===== config.mk =====
export PLATFORM = sky130hd
export DESIGN_NAME = mem_lsu
export DESIGN_NICKNAME = d
export VERILOG_FILES = /design/src/rtl/mem_lsu.sv
export SDC_FILE = /design/constraint.sdc
export NUM_CORES = 1
export LEC_CHECK = 0
export ABC_AREA = 1
export CAP_MARGIN = 20
export CELL_PAD_IN_SITES_DETAIL_PLACEMENT = 0
export CELL_PAD_IN_SITES_GLOBAL_PLACEMENT = 1
export CORE_ASPECT_RATIO = 1.1
export CORE_MARGIN = 2
export CORE_UTILIZATION = 24
export DETAILED_ROUTE_END_ITERATION = 7
export PLACE_DENSITY = 0.66
export REMOVE_ABC_BUFFERS = 1
export SLEW_MARGIN = 10
export SYNTH_ARGS = -nofsm -noshare
export SYNTH_HDL_FRONTEND = slang
export SYNTH_SLANG_ARGS = --single-unit

===== constraint.sdc =====
create_clock -name clk -period 4.4 [get_ports clk]
set_input_delay 0.66 -clock clk [delete_from_list [all_inputs] [get_ports clk]]
set_output_delay 0.66 -clock clk [all_outputs]
set_load 0.05 [all_outputs]

===== src/rtl/mem_lsu.sv =====
// mem_lsu: memory-stage load/store unit. Issues one SRAM-like bus transaction per
// MEM instruction, aligns and extends load data, and stalls while a transfer is open.
module mem_lsu #(
  parameter int unsigned ADDR_W      = 32,
  parameter logic [31:0] RESET_RDATA = 32'h0
) (
  input  logic              clk,
  input  logic              resetn,
  input  logic              refresh,
  input  logic              mem_adv,
  input  logic              mem_ex_any,
  input  logic              mem_data_en,
  input  logic [3:0]        mem_data_ren,
  input  logic [3:0]        mem_data_wen,
  input  logic [31:0]       mem_res,
  input  logic [31:0]       mem_wdata,
  input  logic              mem_loadX,
  input  logic [3:0]        mem_loadV,
  output logic              data_req,
  output logic              data_wr,
  output logic [1:0]        data_size,
  output logic [ADDR_W-1:0] data_addr,
  output logic [3:0]        data_wstrb,
  output logic [31:0]       data_wdata,
  input  logic              data_addr_ok,
  input  logic              data_data_ok,
  input  logic [31:0]       data_rdata,
  output logic [31:0]       lsu_rdata,
  output logic              lsu_done,
  output logic              lsu_stall
);

  typedef enum logic [1:0] {
    S_IDLE = 2'd0,
    S_ADDR = 2'd1,
    S_DATA = 2'd2,
    S_DONE = 2'd3
  } state_t;

  state_t              r_state;
  logic                r_cancel;
  logic [31:0]         r_rdata;

  logic                r_wr;
  logic [1:0]          r_size;
  logic [ADDR_W-1:0]   r_addr;
  logic [3:0]          r_wstrb;
  logic [31:0]         r_wdata;
  logic                r_loadx;
  logic [3:0]          r_loadv;

  logic                w_access;
  logic [3:0]          w_lanes;
  logic                w_wr;
  logic [1:0]          w_size;
  logic [ADDR_W-1:0]   w_addr;
  logic [1:0]          w_lane;
  logic [31:0]         w_shifted;
  logic [31:0]         w_load_data;

  assign w_lanes  = mem_data_ren | mem_data_wen;
  assign w_access = mem_data_en & (|w_lanes) & ~mem_ex_any & ~refresh;
  assign w_wr     = |mem_data_wen;
  assign w_addr   = ADDR_W'(mem_res);

  // NOTE: every always_comb output gets a default first so no path can infer a latch.
  always_comb begin
    w_size = 2'd2;
    case ($countones(w_lanes))
      1:       w_size = 2'd0;
      2:       w_size = 2'd1;
      default: w_size = 2'd2;
    endcase
  end

  // Start lane is the lowest valid load lane; width comes from the lane count.
  always_comb begin
    w_lane = 2'd0;
    if (r_loadv[0])      w_lane = 2'd0;
    else if (r_loadv[1]) w_lane = 2'd1;
    else if (r_loadv[2]) w_lane = 2'd2;
    else if (r_loadv[3]) w_lane = 2'd3;
    w_shifted   = data_rdata >> {w_lane, 3'b000};
    w_load_data = w_shifted;
    case ($countones(r_loadv))
      1: w_load_data = r_loadx ? {{24{w_shifted[7]}}, w_shifted[7:0]}
                               : {24'h0, w_shifted[7:0]};
      2: w_load_data = r_loadx ? {{16{w_shifted[15]}}, w_shifted[15:0]}
                               : {16'h0, w_shifted[15:0]};
      default: w_load_data = w_shifted;
    endcase
  end

  // IDLE presents the live request; ADDR replays the latched one until accepted.
  always_comb begin
    data_wr    = w_wr;
    data_size  = w_size;
    data_addr  = w_addr;
    data_wstrb = mem_data_wen;
    data_wdata = mem_wdata;
    if (r_state == S_ADDR) begin
      data_wr    = r_wr;
      data_size  = r_size;
      data_addr  = r_addr;
      data_wstrb = r_wstrb;
      data_wdata = r_wdata;
    end
    data_req = resetn & (((r_state == S_IDLE) & w_access) | (r_state == S_ADDR));
  end

  assign lsu_stall = ((r_state == S_IDLE) & w_access) | (r_state == S_ADDR) | (r_state == S_DATA);
  assign lsu_done  = (r_state == S_DONE);
  assign lsu_rdata = r_rdata;

  // NOTE: sequential state uses non-blocking assignments only, so every register samples pre-edge values.
  always_ff @(posedge clk) begin
    if (!resetn) begin
      r_state  <= S_IDLE;
      r_cancel <= 1'b0;
      r_rdata  <= RESET_RDATA;
    end else begin
      case (r_state)
        S_IDLE: begin
          if (w_access) r_state <= data_addr_ok ? S_DATA : S_ADDR;
        end
        S_ADDR: begin
          if (refresh)      r_cancel <= 1'b1;
          if (data_addr_ok) r_state  <= S_DATA;
        end
        S_DATA: begin
          if (data_data_ok) begin
            r_cancel <= 1'b0;
            if (r_cancel || refresh) begin
              r_state <= S_IDLE;
            end else begin
              r_state <= S_DONE;
              if (!r_wr) r_rdata <= w_load_data;
            end
          end else if (refresh) begin
            r_cancel <= 1'b1;
          end
        end
        S_DONE: begin
          if (refresh) begin
            r_state <= S_IDLE;
            r_rdata <= RESET_RDATA;
          end else if (mem_adv) begin
            r_state <= S_IDLE;
          end
        end
        default: r_state <= S_IDLE;
      endcase
    end
  end

  // NOTE: request-field registers carry no reset; they are loaded on issue and only read afterwards.
  always_ff @(posedge clk) begin
    if (r_state == S_IDLE && w_access) begin
      r_wr    <= w_wr;
      r_size  <= w_size;
      r_addr  <= w_addr;
      r_wstrb <= mem_data_wen;
      r_wdata <= mem_wdata;
      r_loadx <= mem_loadX;
      r_loadv <= mem_loadV;
    end
  end

endmodule


* Word level (Yosys, flattened, before mapping)
Cells that the tools add are included.
Widths: inputs -> output; s select.
** Word-level totals
- Output and inout port bits :: 106
- Logic and storage cells :: 79
- Input port bits :: 117
- Flip-flop bits (word level) :: 111
** Cells by class
- Mux-type cells :: 29
- Reductions and logical operators :: 9
- Bitwise gates (word level) :: 10
- Equality and inequality tests :: 14
- Add/sub/neg operators :: 6
- Shift-type cells :: 1
** Operator list (number)
- $mux 32 :: 8
- $pmux 32 s2 :: 2
- $shr 32x5->32 :: 1
- $mux 2 :: 12
- $ne 2x2->1 const B :: 6
- $add 1x1->2 :: 4
- $pmux 2 s4 :: 1
- $reduce_or 4->1 :: 2
- $add 2x2->3 :: 2
- $eq 3x1->1 const B :: 2
- $eq 3x2->1 const B :: 2
- $and 1x1->1 :: 5
- $reduce_and 5->1 :: 1
- $eq 2x2->1 const B :: 2
- $mux 4 :: 1
- $or 4x4->4 :: 1
- $pmux 2 s2 :: 1
- $reduce_and 4->1 :: 1
- $reduce_bool 2->1 :: 2
- $mux 1 :: 3
- $ne 3x3->1 const B :: 1
- $eq 2x1->1 const B :: 1
- $logic_not 2->1 :: 1
- $not 1->1 :: 2
- other kinds (4) :: 5

* Longest topological paths before layout
- Depth after elaboration :: 11
- Mapped depth :: 15
- Mapped depth without buffers :: 13

* Least setup slack after synthesis
OpenSTA, ideal clock, no wires.
- Path kind :: input to register
- Start point :: in mem_data_wen[0]
- End point :: reg r_addr[0] (enable)
- Data arrival time :: 4.251 ns
- Path buffers :: 0
- Cell stages on the path :: 5
- Path slack :: -0.362 ns
- Library setup time :: 0.511 ns
- Cells stage by stage :: nor2_1 > ha_1 > nand3_1 > nand3_1 > nor2_1
** Between the ends
- Longest elaborated chain between the ends :: 6
** Ends and longest elaborated chain
- start: declaration :: RTL line 14 : input logic [3:0] mem_data_wen,
- $or 4x4->4 :: RTL line 61 : assign w_lanes = mem_data_ren | mem_data_wen;
- $reduce_or 4->1 :: RTL line 62 : assign w_access = mem_data_en & (|w_lanes) & ~mem_ex_any & ~refresh;
- $and 1x1->1 (3 in series) :: RTL line 62
- $logic_and 1x1->1 :: RTL line 158 : if (r_state == S_IDLE && w_access) begin
- end signal: assignment :: RTL line 161 : r_addr <= w_addr;
- end: declaration :: RTL line 46 : logic [ADDR_W-1:0] r_addr;
Every way passes these cells.
A chain may end at the register's enable or synchronous reset.

* Final worst setup path
- Start point :: in mem_data_wen[0]
- End point :: out data_size[1]
** Between the ends
- Longest elaborated chain between the ends :: 6
- Elaborated cells between the ends (all ways) :: 7
- Those cells by class :: add/sub: 2; eq/ne: 2; mux: 2; bitwise: 1
** Ends and longest elaborated chain
- $or 4x4->4 * :: RTL line 61
- $add 1x1->2 (not written as such) * :: RTL line 69 : case ($countones(w_lanes))
- $add 2x2->3 (not written as such) * :: RTL line 69
- $eq 3x2->1 or $eq 3x1->1 (tied branches) :: RTL line 69
- $pmux 2 s2 * :: RTL line 69
- named net w_size[1] :: RTL line 55 : logic [1:0] w_size;
- $mux 2 * :: RTL line 101 : if (r_state == S_ADDR) begin
- end: declaration :: RTL line 21 : output logic [1:0] data_size,
Mark *: on every way through the listed nets, which the timed path passes. The rest lies on a longest branch.

==> reports/results.tsv <==
stage	metric	value	unit
outcome	outcome	completed	
timing	RSZ-0062 raised after global routing	false	
timing	Final Max Slew Viols	0	
timing	final period utilization	82.7	%
clock_tree	CTS max path bufs	2	
synthesis	sequential area share after synthesis	53.3	%
drt	drt first-iter violations	311	
power_and_ir_drop	Int Power	0.00262	W
die	CORE AREA	22900	um2
drt	antenna-violating nets left	0	
worst_setup_path	nature of the critical path endpoint	primary output	
placement	placed cells	1179	
power_and_ir_drop	Switching Share	50.6	%
final_layout	nets	1018	
power_and_ir_drop	Combinational Power Share	59.4	%
grt	grt ovf	0	
final_layout	fin area	8420	um2
power_and_ir_drop	Psw	0.00268	W
power_and_ir_drop	pwr dens	629	nW/um2
timing	Tmin final	3640	ps
final_layout	post-route non-filler standard cell count	1196	
job	max_cap viols	0	
drt	Avg Vias per Cell	4.38	
placement	DPL Wire Length	12600	um
drt	drt first pass iters	5	
timing	Max Clk Rate	275	MHz
worst_setup_path	CP cell instances	clkdlybuf4s50_1 -> nor2_1 -> fa_1 -> inv_1 -> ha_1 -> ha_1 -> nand3_1 -> inv_1 -> nor2_1 -> nand2_1 -> nand2_1 -> buf_4	
drt	final WL	18300	um
power_and_ir_drop	clock share of power	15.8	%
synthesis	asr flop ratio synth	0	%
placement	area post-placement	8120	um2
timing	skew final	10.4	ps
clock_tree	clock-pin slew on the worst setup and hold paths	80	ps
synthesis	Yosys warnings	0	
synthesis	Area contributors post-synth	edfxtp_1 (41%), nand2_1 (22%), dfxtp_1 (13%)	
final_layout	proportion of layout cells with a drive suffix above 1	6.03	%
worst_setup_path	Crit Path Class	input pin to primary output	
synthesis	post-synth cell types	31	
final_layout	final core utilization	36.8	%
grt	first-pass GRT wire length	28000	um
drt	WL per Instance	15.3	um
power_and_ir_drop	LEAKAGE	3.39	nW
placement	placer congestion estimate	0.763	
worst_hold_path	HP Class	flip-flop to flip-flop	
clock_tree	CTS Buf Count	9	
drt	DRC errors left	0	
worst_setup_path	CP max stage delay	540	ps
synthesis	Yosys top cell by area	edfxtp_1	
worst_setup_path	Critical Path RT	3740	ps
die	I/O Pins	223	
synthesis	Commonest cells post-synth	nand2_1 (328), edfxtp_1 (76), nand3_1 (62), a21oi_1 (49), dfxtp_1 (35)	
worst_setup_path	Max FO, Critical Path	3	
timing	setup TNS	0	ps
synthesis	top_reg_cell synth	edfxtp_1	
worst_setup_path	Arr. time, crit path	2980	ps
die	Die Span X	150	um
clock_tree	post-CTS resize count	0	
clock_tree	H-tree level count	3	
grt	vias in the first global route	5109	
timing	worst-margin pin slew	829	ps
synthesis	EDFF count, synth	76	
die	full die area	24600	um2
synthesis	share of the synthesized area in the top cell type	40.8	%
timing	Final Hold Fails	0	
timing	Relative slew margins	44.7	%
synthesis	Cell Area, Synth	5600	um2
die	Initial Util	24.5	%
timing	Final Setup Violations	0	
synthesis	flops & latches, synth	111	
die	Die Height	164	um
clock_tree	CTS Sinks	111	
power_and_ir_drop	IR drop worst, VDD	0.000226	V
clock_tree	CTS tree	built	
placement	Buffers on Ports	222	
clock_tree	cts hold-fix bufs	0	
worst_setup_path	slowest cell on the critical path	clkdlybuf4s50_1	
synthesis	Gate Count Post-Synth	684	
grt	initial antenna violation count	2	
worst_setup_path	crit path buf inv count	4	
drt	via count	5235	
power_and_ir_drop	sequential group share of total power	24.8	%
clock_tree	total setup buffers inserted after CTS	0	
clock_tree	clock latency on the worst-skew pair	350	ps
die	row cnt	58	
clock_tree	root buffer cell	clkbuf_16	
worst_setup_path	CP top delay family	adder cells	
grt	Total GRT Usage	14.6	%
final_layout	P&R area growth vs syn	50.4	%
synthesis	count leader, synth	nand2_1	
grt	largest net degree at the start of global routing	77	
worst_setup_path	CP Launch Type	input pin	
synthesis	Syn Area/Cell	8.19	um2
## power by group through the flow
stage                     sequential (W)  clock [W]  combinational [W]
final                            0.00131   0.000837            0.00315
after global routing             0.00133   0.000918            0.00337
after CTS                        0.00131   0.000884            0.00318
after detailed placement         0.00134          0            0.00318
after global placement           0.00134          0            0.00318
after floorplan                  0.00157          0            0.00180
## sequential cells by signal (all words and copies together), names as in the netlist
signal,cells
r_loadv,4
r_wr,1
lsu_rdata,32
r_wdata,32
r_state,2
r_addr,32
r_size,2
r_wstrb,4
r_loadx,1
r_cancel,1
## placed cells by master (no fill, tap or decap)
cell	count
a211oi_1	1
a21oi_1	49
a21oi_2	3
a311oi_1	1
buf_12	3
buf_4	10
clkbuf_16	9
clkdlybuf4s50_1	220
clkinv_1	1
clkinv_4	1
clkinv_8	1
clkinvlp_4	1
dfxtp_1	35
diode_2	1
edfxtp_1	76
fa_1	2
ha_1	8
ha_2	1
inv_1	25
inv_2	5
inv_4	1
inv_6	2
inv_8	2
nand2_1	328
nand2_2	4
nand2_4	2
nand3_1	62
nand3_2	4
nand3_4	2
nand4_1	1
nor2_1	15
nor2_2	1
nor2_4	1
nor3_1	1
o211ai_1	7
o21ai_0	8
o22ai_1	1
o31ai_2	1
## final timing paths
| check | from | to | slack, ps | cells past startpoint |
|---|---|---|---|---|
| setup / recovery | mem_data_wen[0] | data_size[1] | 760 | 12 |
| hold reg to reg | lsu_rdata[7]$_SDFFE_PN0P_ | lsu_rdata[7]$_SDFFE_PN0P_ | 470 | 2 |
| hold / removal | lsu_rdata[7]$_SDFFE_PN0P_ | lsu_rdata[7]$_SDFFE_PN0P_ | 470 | 2 |
| setup reg to reg | r_loadv[0]$_DFFE_PP_ | lsu_rdata[19]$_SDFFE_PN0P_ | 1530 | 12 |
## per-stage QoR
step | total power [W] | setup WS [ps] | hold WS (ps)
6_report | 0.00530 | 761 | 466
3_3_place_gp | 0.00451 | 782 | 452
5_1_grt | 0.00561 | 582 | 481
2_1_floorplan | 0.00338 | -624 | 495
3_5_place_dp | 0.00451 | 774 | 457
4_1_cts | 0.00538 | 767 | 467
## worst register-to-register path, cell delays in order, from the launching register on
cell	delay [ps]
edfxtp_1	390
inv_2	60
fa_1	530
inv_1	40
ha_1	170
ha_1	270
inv_1	90
nand3_2	230
nand2_1	220
inv_1	330
a21oi_1	260
nand2_1	80
a21oi_1	140
## layout make-up
cell class / instances / area, um2
clock inverter: 7 / 72.6
sequential: 111 / 2980
clock buffer: 9 / 225
fill: 2410 / 14400
antenna: 1 / 2.50
multi-input combinational: 503 / 2300
timing repair buffer: 233 / 2340
tap: 300 / 375
inverter: 32 / 123
## per-layer routing
metal	share of wire, %	GRT usage [%]	vias up
met5	0	0	-
met4	1.1	3.64	0
met3	9.3	5.08	19
met2	45	23.2	184
met1	45	18.8	2378
li1	-	-	2654
## cell families after synthesis
kind of cell | share of synthesized area [%]
DFF | 53.3
AOI/OAI and AO/OA | 7.13
and+or+nand+nor | 31.1
buffers and inverters | 5.77
adders and majority gates | 2.73
No activity file was read; power rests on OpenSTA's default activity.
